## config.mk

```make
export PLATFORM = sky130hd
export DESIGN_NAME = instr_fetch_unit
export DESIGN_NICKNAME = d
export VERILOG_FILES = /design/src/rtl/fetch_pkg.sv /design/src/rtl/fetch_prog_mem.sv /design/src/rtl/instr_fetch_unit.sv
export SDC_FILE = /design/constraint.sdc
export NUM_CORES = 1
export LEC_CHECK = 0
export CORE_ASPECT_RATIO = 0.75
export CORE_MARGIN = 1
export CORE_UTILIZATION = 45
export CTS_CLUSTER_SIZE = 25
export DETAILED_ROUTE_END_ITERATION = 6
export PLACE_DENSITY = 0.7
export SETUP_SLACK_MARGIN = 0.4
export SLEW_MARGIN = 20
export SYNTH_ARGS = -nofsm -noshare
export SYNTH_HDL_FRONTEND = slang
export SYNTH_SLANG_ARGS = --single-unit
```

## constraint.sdc

```tcl
create_clock -name clk -period 3.6 [get_ports clk]
set_input_delay 0.72 -clock clk [delete_from_list [all_inputs] [get_ports clk]]
set_output_delay 0.72 -clock clk [all_outputs]
set_load 0.1 [all_outputs]
```

## src/rtl/fetch_pkg.sv

```systemverilog
`default_nettype none
// ============================================================================
// Module      : fetch_pkg
// Description : Shared types and constants for the instruction fetch unit:
//               FSM state encoding, default widths, the HALT opcode and an
//               opcode-field extract helper.
// Revision    : 1.0 - initial release
// ============================================================================
package fetch_pkg;

  // Default geometry; the top exposes these as overridable parameters.
  localparam int DEF_INSTR_WIDTH = 20;
  localparam int DEF_PC_BITS     = 5;

  // The opcode occupies the most significant OPCODE_W bits of a word.
  localparam int OPCODE_W = 4;

  localparam logic [OPCODE_W-1:0] DEF_HALT_OPCODE = 4'hF;

  typedef enum logic [1:0] {
    IDLE   = 2'd0,
    RUN    = 2'd1,
    HALTED = 2'd2
  } fetch_state_e;

  // Opcode field of a default-width instruction word.
  function automatic logic [OPCODE_W-1:0] get_opcode(
    input logic [DEF_INSTR_WIDTH-1:0] instr
  );
    return instr[DEF_INSTR_WIDTH-1 -: OPCODE_W];
  endfunction

endpackage : fetch_pkg
`default_nettype wire

```

## src/rtl/fetch_prog_mem.sv

```systemverilog
`default_nettype none
// ============================================================================
// Module      : fetch_prog_mem
// Description : Program memory, 2**PC_BITS words of INSTR_WIDTH bits.
//               Synchronous write port, asynchronous (combinational) read.
//               Contents are not reset.
// Ports       : clk      - system clock
//               we       - write enable (already qualified by the caller)
//               wr_addr  - write address
//               wr_data  - write data
//               rd_addr  - read address
//               rd_data  - read data, combinational from rd_addr
// Revision    : 1.0 - initial release
// ============================================================================
module fetch_prog_mem
  import fetch_pkg::*;
#(
  parameter int INSTR_WIDTH = DEF_INSTR_WIDTH,
  parameter int PC_BITS     = DEF_PC_BITS
) (
  input  logic                   clk,
  input  logic                   we,
  input  logic [PC_BITS-1:0]     wr_addr,
  input  logic [INSTR_WIDTH-1:0] wr_data,
  input  logic [PC_BITS-1:0]     rd_addr,
  output logic [INSTR_WIDTH-1:0] rd_data
);

  localparam int DEPTH = 2 ** PC_BITS;

  logic [INSTR_WIDTH-1:0] mem_q [DEPTH];

  always_ff @(posedge clk) begin
    if (we) begin
      mem_q[wr_addr] <= wr_data;
    end
  end

  assign rd_data = mem_q[rd_addr];

endmodule : fetch_prog_mem
`default_nettype wire

```

## src/rtl/instr_fetch_unit.sv

```systemverilog
`default_nettype none
// ============================================================================
// Module      : instr_fetch_unit
// Description : Instruction feeder for simple_cpu. Holds a loadable program
//               memory and a PC, and presents one registered instruction at a
//               time over a valid/ready handshake. Supports sequential fetch,
//               jumps requested on a handshake, HALT-opcode detection and
//               program load while IDLE or HALTED.
// Ports       : clk, rst        - clock, synchronous active-high reset
//               prog_wen/addr/data - program load (ignored in RUN)
//               start           - begin execution at address 0
//               cpu_ready       - CPU accepts the presented instruction
//               jump_en/addr    - redirect, sampled on a handshake only
//               instruction     - presented instruction (registered)
//               instr_valid     - instruction is valid
//               pc_out          - address of the presented instruction
//               halted          - high in HALTED
//               retired_count   - consumed-instruction counter
// Config      : INSTR_FETCH_RETIRE_COUNT_EN - when defined, retired_count is
//               a saturating 16-bit counter; otherwise it is tied to zero.
// Revision    : 1.0 - initial release
// ============================================================================
module instr_fetch_unit
  import fetch_pkg::*;
#(
  parameter int                  INSTR_WIDTH = DEF_INSTR_WIDTH,
  parameter int                  PC_BITS     = DEF_PC_BITS,
  parameter logic [OPCODE_W-1:0] HALT_OPCODE = DEF_HALT_OPCODE
) (
  input  logic                   clk,
  input  logic                   rst,
  input  logic                   prog_wen,
  input  logic [PC_BITS-1:0]     prog_addr,
  input  logic [INSTR_WIDTH-1:0] prog_data,
  input  logic                   start,
  input  logic                   cpu_ready,
  input  logic                   jump_en,
  input  logic [PC_BITS-1:0]     jump_addr,
  output logic [INSTR_WIDTH-1:0] instruction,
  output logic                   instr_valid,
  output logic [PC_BITS-1:0]     pc_out,
  output logic                   halted,
  output logic [15:0]            retired_count
);

  fetch_state_e           state_q, state_d;
  logic [INSTR_WIDTH-1:0] instr_q, instr_d;
  logic [PC_BITS-1:0]     pc_q, pc_d;
  logic                   valid_q, valid_d;
  logic                   halted_q, halted_d;

  logic                   mem_we;
  logic [PC_BITS-1:0]     rd_addr;
  logic [INSTR_WIDTH-1:0] rd_data;
  logic                   start_acc;
  logic                   consume;
  logic                   is_halt;
  logic [OPCODE_W-1:0]    cur_opcode;

  assign cur_opcode = instruction_opcode(instr_q);
  assign is_halt    = (cur_opcode == HALT_OPCODE);

  // Opcode of the presented word for any configured width.
  function automatic logic [OPCODE_W-1:0] instruction_opcode(
    input logic [INSTR_WIDTH-1:0] instr
  );
    return instr[INSTR_WIDTH-1 -: OPCODE_W];
  endfunction

  // Writes are only honoured outside RUN so a running program is immutable.
  assign mem_we = prog_wen && (state_q != RUN);

  fetch_prog_mem #(
    .INSTR_WIDTH (INSTR_WIDTH),
    .PC_BITS     (PC_BITS)
  ) u_prog_mem (
    .clk     (clk),
    .we      (mem_we),
    .wr_addr (prog_addr),
    .wr_data (prog_data),
    .rd_addr (rd_addr),
    .rd_data (rd_data)
  );

  // Event decode and read address are kept apart from the next-state block
  // so the combinational memory read does not form a loop through one
  // process. The read address is the PC the next presented word will have.
  always_comb begin
    start_acc = 1'b0;
    consume   = 1'b0;
    rd_addr   = pc_q;
    case (state_q)
      IDLE, HALTED: begin
        // A simultaneous write wins over start.
        if (start && !prog_wen) begin
          start_acc = 1'b1;
          rd_addr   = '0;
        end
      end
      RUN: begin
        if (valid_q && cpu_ready) begin
          consume = 1'b1;
          rd_addr = jump_en ? jump_addr : (pc_q + 1'b1);
        end
      end
      default: ;
    endcase
  end

  always_comb begin
    state_d  = state_q;
    instr_d  = instr_q;
    pc_d     = pc_q;
    valid_d  = valid_q;
    halted_d = halted_q;
    if (start_acc) begin
      state_d  = RUN;
      pc_d     = rd_addr;
      instr_d  = rd_data;
      valid_d  = 1'b1;
      halted_d = 1'b0;
    end else if (consume) begin
      if (is_halt) begin
        // HALT outranks a jump; the halt word and its PC stay visible.
        state_d  = HALTED;
        valid_d  = 1'b0;
        halted_d = 1'b1;
      end else begin
        pc_d    = rd_addr;
        instr_d = rd_data;
      end
    end else if (state_q != IDLE && state_q != RUN && state_q != HALTED) begin
      state_d = IDLE;
    end
  end

  always_ff @(posedge clk) begin
    if (rst) begin
      state_q  <= IDLE;
      instr_q  <= '0;
      pc_q     <= '0;
      valid_q  <= 1'b0;
      halted_q <= 1'b0;
    end else begin
      state_q  <= state_d;
      instr_q  <= instr_d;
      pc_q     <= pc_d;
      valid_q  <= valid_d;
      halted_q <= halted_d;
    end
  end

  assign instruction = instr_q;
  assign instr_valid = valid_q;
  assign pc_out      = pc_q;
  assign halted      = halted_q;

`ifdef INSTR_FETCH_RETIRE_COUNT_EN
  logic [15:0] retired_q, retired_d;

  // Every consume retires a word, the HALT word included; the counter
  // saturates and restarts from zero on each accepted start.
  always_comb begin
    retired_d = retired_q;
    if (start_acc) begin
      retired_d = '0;
    end else if (consume && (retired_q != 16'hFFFF)) begin
      retired_d = retired_q + 16'd1;
    end
  end

  always_ff @(posedge clk) begin
    if (rst) begin
      retired_q <= '0;
    end else begin
      retired_q <= retired_d;
    end
  end

  assign retired_count = retired_q;
`else
  assign retired_count = '0;
`endif

endmodule : instr_fetch_unit
`default_nettype wire

```

==> metrics.csv <==
stage;metric;value;unit
outcome;outcome;completed;
setup_path;reg2reg_from;pc_out[1];
pwr;p_clk_share;42.0;%
pwr;power-per-cell-area;507;mW/mm²
layout;fin_nets;1952;
synth;netlist-cell-type-count;68;
synth;synth.ff_latch_count;669;
layout;fin_cells;2745;
setup_path;endpoint;instruction[18];
clock_tree;post_cts_buffers;0;
layout;stdcell_area;0.0316;mm²
setup_path;worst-path-stages;11;
setup_path;rr_endpoint;instruction[17];
grt;grt_usage;23.7;%
synth;synth-seq-area-share;74.9;%
layout;fill_cells;4463;
detailed_routing;drtIter0Drc;2305;
detailed_routing;wl_per_cell;26.0;µm
setup_path;rr_worst_depth;10;
layout;drive_gt1_share;20.1;%
synth;ys.flop_type;edfxtp_1;
setup_path;cp.arrival;3.63;ns
setup_path;r2r_slack;0.56;ns
die;design.core.area;0.0577;mm²
timing;fmax;0.319;GHz
synth;synth_fa_ha_area_share;0.0473;%
setup_path;crit_path_end_kind;flip-flop;
synth;synth-compound-area-share;11.3;%
layout;seqCellArea;0.0198;mm²
placed_design;dp_cells;2632;
die;row_count;76;
setup_path;cp-startpoint;cpu_ready;
setup_path;worstPathMaxFanout;22;
detailed_routing;first_pass_iters;6;
synth;yosysTopAreaCellShare;72.7;%
clock_tree;clock_sinks;669;
setup_path;cp_num_buf_inv;4;
pwr;power.leakage;10.7;nW
pwr;power_frac_comb;4.3;%
clock_tree;cts_max_level;2;
timing;period_minus_slack;3.13;ns
layout;area_growth;19.7;%
synth;synth.area.top_cells;edfxtp_1, mux2i_1, a211oi_1, dfxtp_1, nand2_1;
die;initial_core_util;45.8;%
layout;antenna_cells;0;
pwr;peakVddDrop;0.389;mV
grt;grt_pass1_vias;15900;
clock_tree;cts.repair.resized;1;
hold_path;hp-class;reg -> reg;
synth;netlist_area;0.0264;mm²
grt;grt_max_degree;75;
clock_tree;cts_buffer_depth;3;
synth;synth_simple_gate_area_share;6.52;%
timing;fin_crit_sh;87.1;%
die;die_area;0.0597;mm²
timing;hold_viol;0;
layout;multi_input_area;0.00617;mm²
synth;synth_top_family_by_area;compound AO/OA/AOI/OAI gates;
placed_design;post_dp_cell_area;0.0295;mm²
timing;relSlewSlack;33.3;%
setup_path;crit_type;in -> reg;
synth;synth_xor_area_share;0;%
timing;maxSlewViolCount;0;
clock_tree;clk_pin_slew;0.06;ns
synth;synth_edf_count;640;
pwr;switchingPower;3.39;mW
detailed_routing;drtAntennaViolNets;0;
clock_tree;cts-root-buf;clkbuf_16;
setup_path;crit_top_cell;buf_12;
detailed_routing;dr_total_vias;16600;
die;die_w;282;µm
placed_design;portBuffers;62;
detailed_routing;via_per_inst;6.06;
layout;final_util;54.8;%
pwr;swShare;21.1;%
flow_run;drv_cap;0;
die;num_io_pins;79;
setup_path;critPathSlowestCell;a2111oi_1;
grt;grt_pass1_wl;104;mm
pwr;internal_power;12.7;mW
synth;yosys_warnings;0;
setup_path;crit_chain;clkdlybuf4s50_1, and4b_1, buf_12, mux2i_4, nor2_4, buf_12, buf_4, mux2i_1, a2111oi_0, a2111oi_1, nand4_1;
setup_path;crit_family;buffers and inverters;
grt;antenna_found_initial;1;
timing;worst_pin_slew;0.997;ns
clock_tree;cts_tree;built;
synth;synth.area.mux_share;4.74;%
clock_tree;numCtsBuffers;61;
detailed_routing;wl;71.3;mm
placed_design;hpwl;44.8;mm
setup_path;startpoint_type;primary input;
synth;synth_cells;1693;
timing;setup_viol;0;
synth;async_flop_share;0;%
grt;grt_overflow;0;
synth;synth_top_area_cell;edfxtp_1;
clock_tree;cts.hold.buffers_added;0;
clock_tree;clk_latency;0.64;ns
timing;timing.final.ws_setup;0.465;ns
detailed_routing;drcViolationCount;0;
placed_design;dp_slack;-0.407;ns
timing;fin_skew;0.0299;ns
synth;syn_avg_cell_area;15.6;µm²
die;die_y;212;µm
timing;rsz0062_at_grt;yes;
setup_path;worstPathRequired;4.10;ns
placed_design;gp_congestion;0.873;
pwr;sequentialPowerShare;53.7;%
setup_path;slowest_delay;0.66;ns
-- cells in the mapped netlist, drive strengths merged, types with 5 or more instances --
cell	count
a2111oi	41
a31oi	14
nor2	53
buf	81
a22oi	48
a21boi	5
dfxtp	29
mux2i	119
nand2	152
o21ai	52
a221oi	29
a222oi	5
nand4	16
a32oi	6
and3	64
a21oi	70
clkbuf	51
a211oi	95
a22o	13
edfxtp	640
nand3	38
-- logic make-up (layout without fill, tap and decap cells) --
kind of cell / after synthesis / count (layout)
AOI/OAI and AO/OA: 411 / 411
adders and majority gates: 1 / 1
buffers and inverters: 133 / 390
DFF: 669 / 669
muxes: 123 / 123
other: 1 / 16
and+or+nand+nor: 355 / 355
-- layer usage --
| metal | GRT usage, % | wire (µm) |
|---|---|---|
| met1 | 35.2 | 30600 |
| met2 | 34.4 | 31000 |
| met3 | 6.22 | 8110 |
| met4 | 6.48 | 1530 |
| met5 | 0 | 14 |
-- cell usage in the layout (no fill, tap or decap), drive strengths merged, types with 4 or more instances in the layout --
master,n
edfxtp,640
buf,227
nand2,152
mux2i,119
a211oi,95
clkbuf,82
a21oi,70
and3,64
nor2,53
o21ai,52
clkdlybuf4s50,49
a22oi,48
a2111oi,41
nand3,38
a221oi,29
dfxtp,29
clkinv,20
nand4,16
conb,16
a31oi,14
a22o,13
bufinv,7
a32oi,6
a222oi,5
a21boi,5
or3,4
nand4b,4
o211ai,4
a311oi,4
o31ai,4
or3b,4
mux2,4
o41ai,4
nor3,4
-- through the flow --
step                      TNS (ns)  hold slack [ns]  power [mW]
after CTS                        0            0.507        16.1
after detailed placement     -1.02            0.495        9.47
after floorplan                  0            0.503        9.12
after global routing             0            0.553        16.4
final                            0            0.505        16.1
after global placement      -0.508            0.499        9.45
-- power by group through the flow --
stage | clock network, mW | logic (mW) | registers (mW)
2_1_floorplan | 0 | 0.236 | 8.88
3_5_place_dp | 0 | 0.683 | 8.78
6_report | 6.74 | 0.692 | 8.62
4_1_cts | 6.80 | 0.685 | 8.62
3_3_place_gp | 0 | 0.668 | 8.78
5_1_grt | 7.08 | 0.723 | 8.62
-- state kept, by name, summed over array words and instances, names as in the netlist --
name              cells
state_q               2
instruction          20
pc_out                5
u_prog_mem.mem_q    640
instr_valid           1
halted                1
-- area by class of cell --
| cell class | instances | share of cell area [%] |
|---|---|---|
| Inverter | 1 | 0.0119 |
| Tap cell | 780 | 3.08 |
| Clock buffer | 82 | 5.53 |
| Clock inverter | 31 | 1.13 |
| Multi-Input combinational cell | 906 | 19.5 |
| Timing Repair Buffer | 276 | 8.18 |
| Sequential cell | 669 | 62.6 |
-- how the worst min path moves through the flow --
stage          startpoint    endpoint  slack [ns]  cells past startpoint
2_1_floorplan  state_q[1]  state_q[1]        0.50                      2
3_3_place_gp       halted      halted        0.50                      2
3_5_place_dp       halted      halted        0.49                      2
4_1_cts            halted      halted        0.51                      2
5_1_grt         pc_out[1]   pc_out[1]        0.55                      2
6_report           halted      halted        0.51                      2
-- worst min-delay path, stage by stage, from the launching register on --
cell and delay [ns]:
dfxtp_1 0.32, nor2_1 0.10, nor3_1 0.05
No activity file was read; power rests on OpenSTA's default activity.
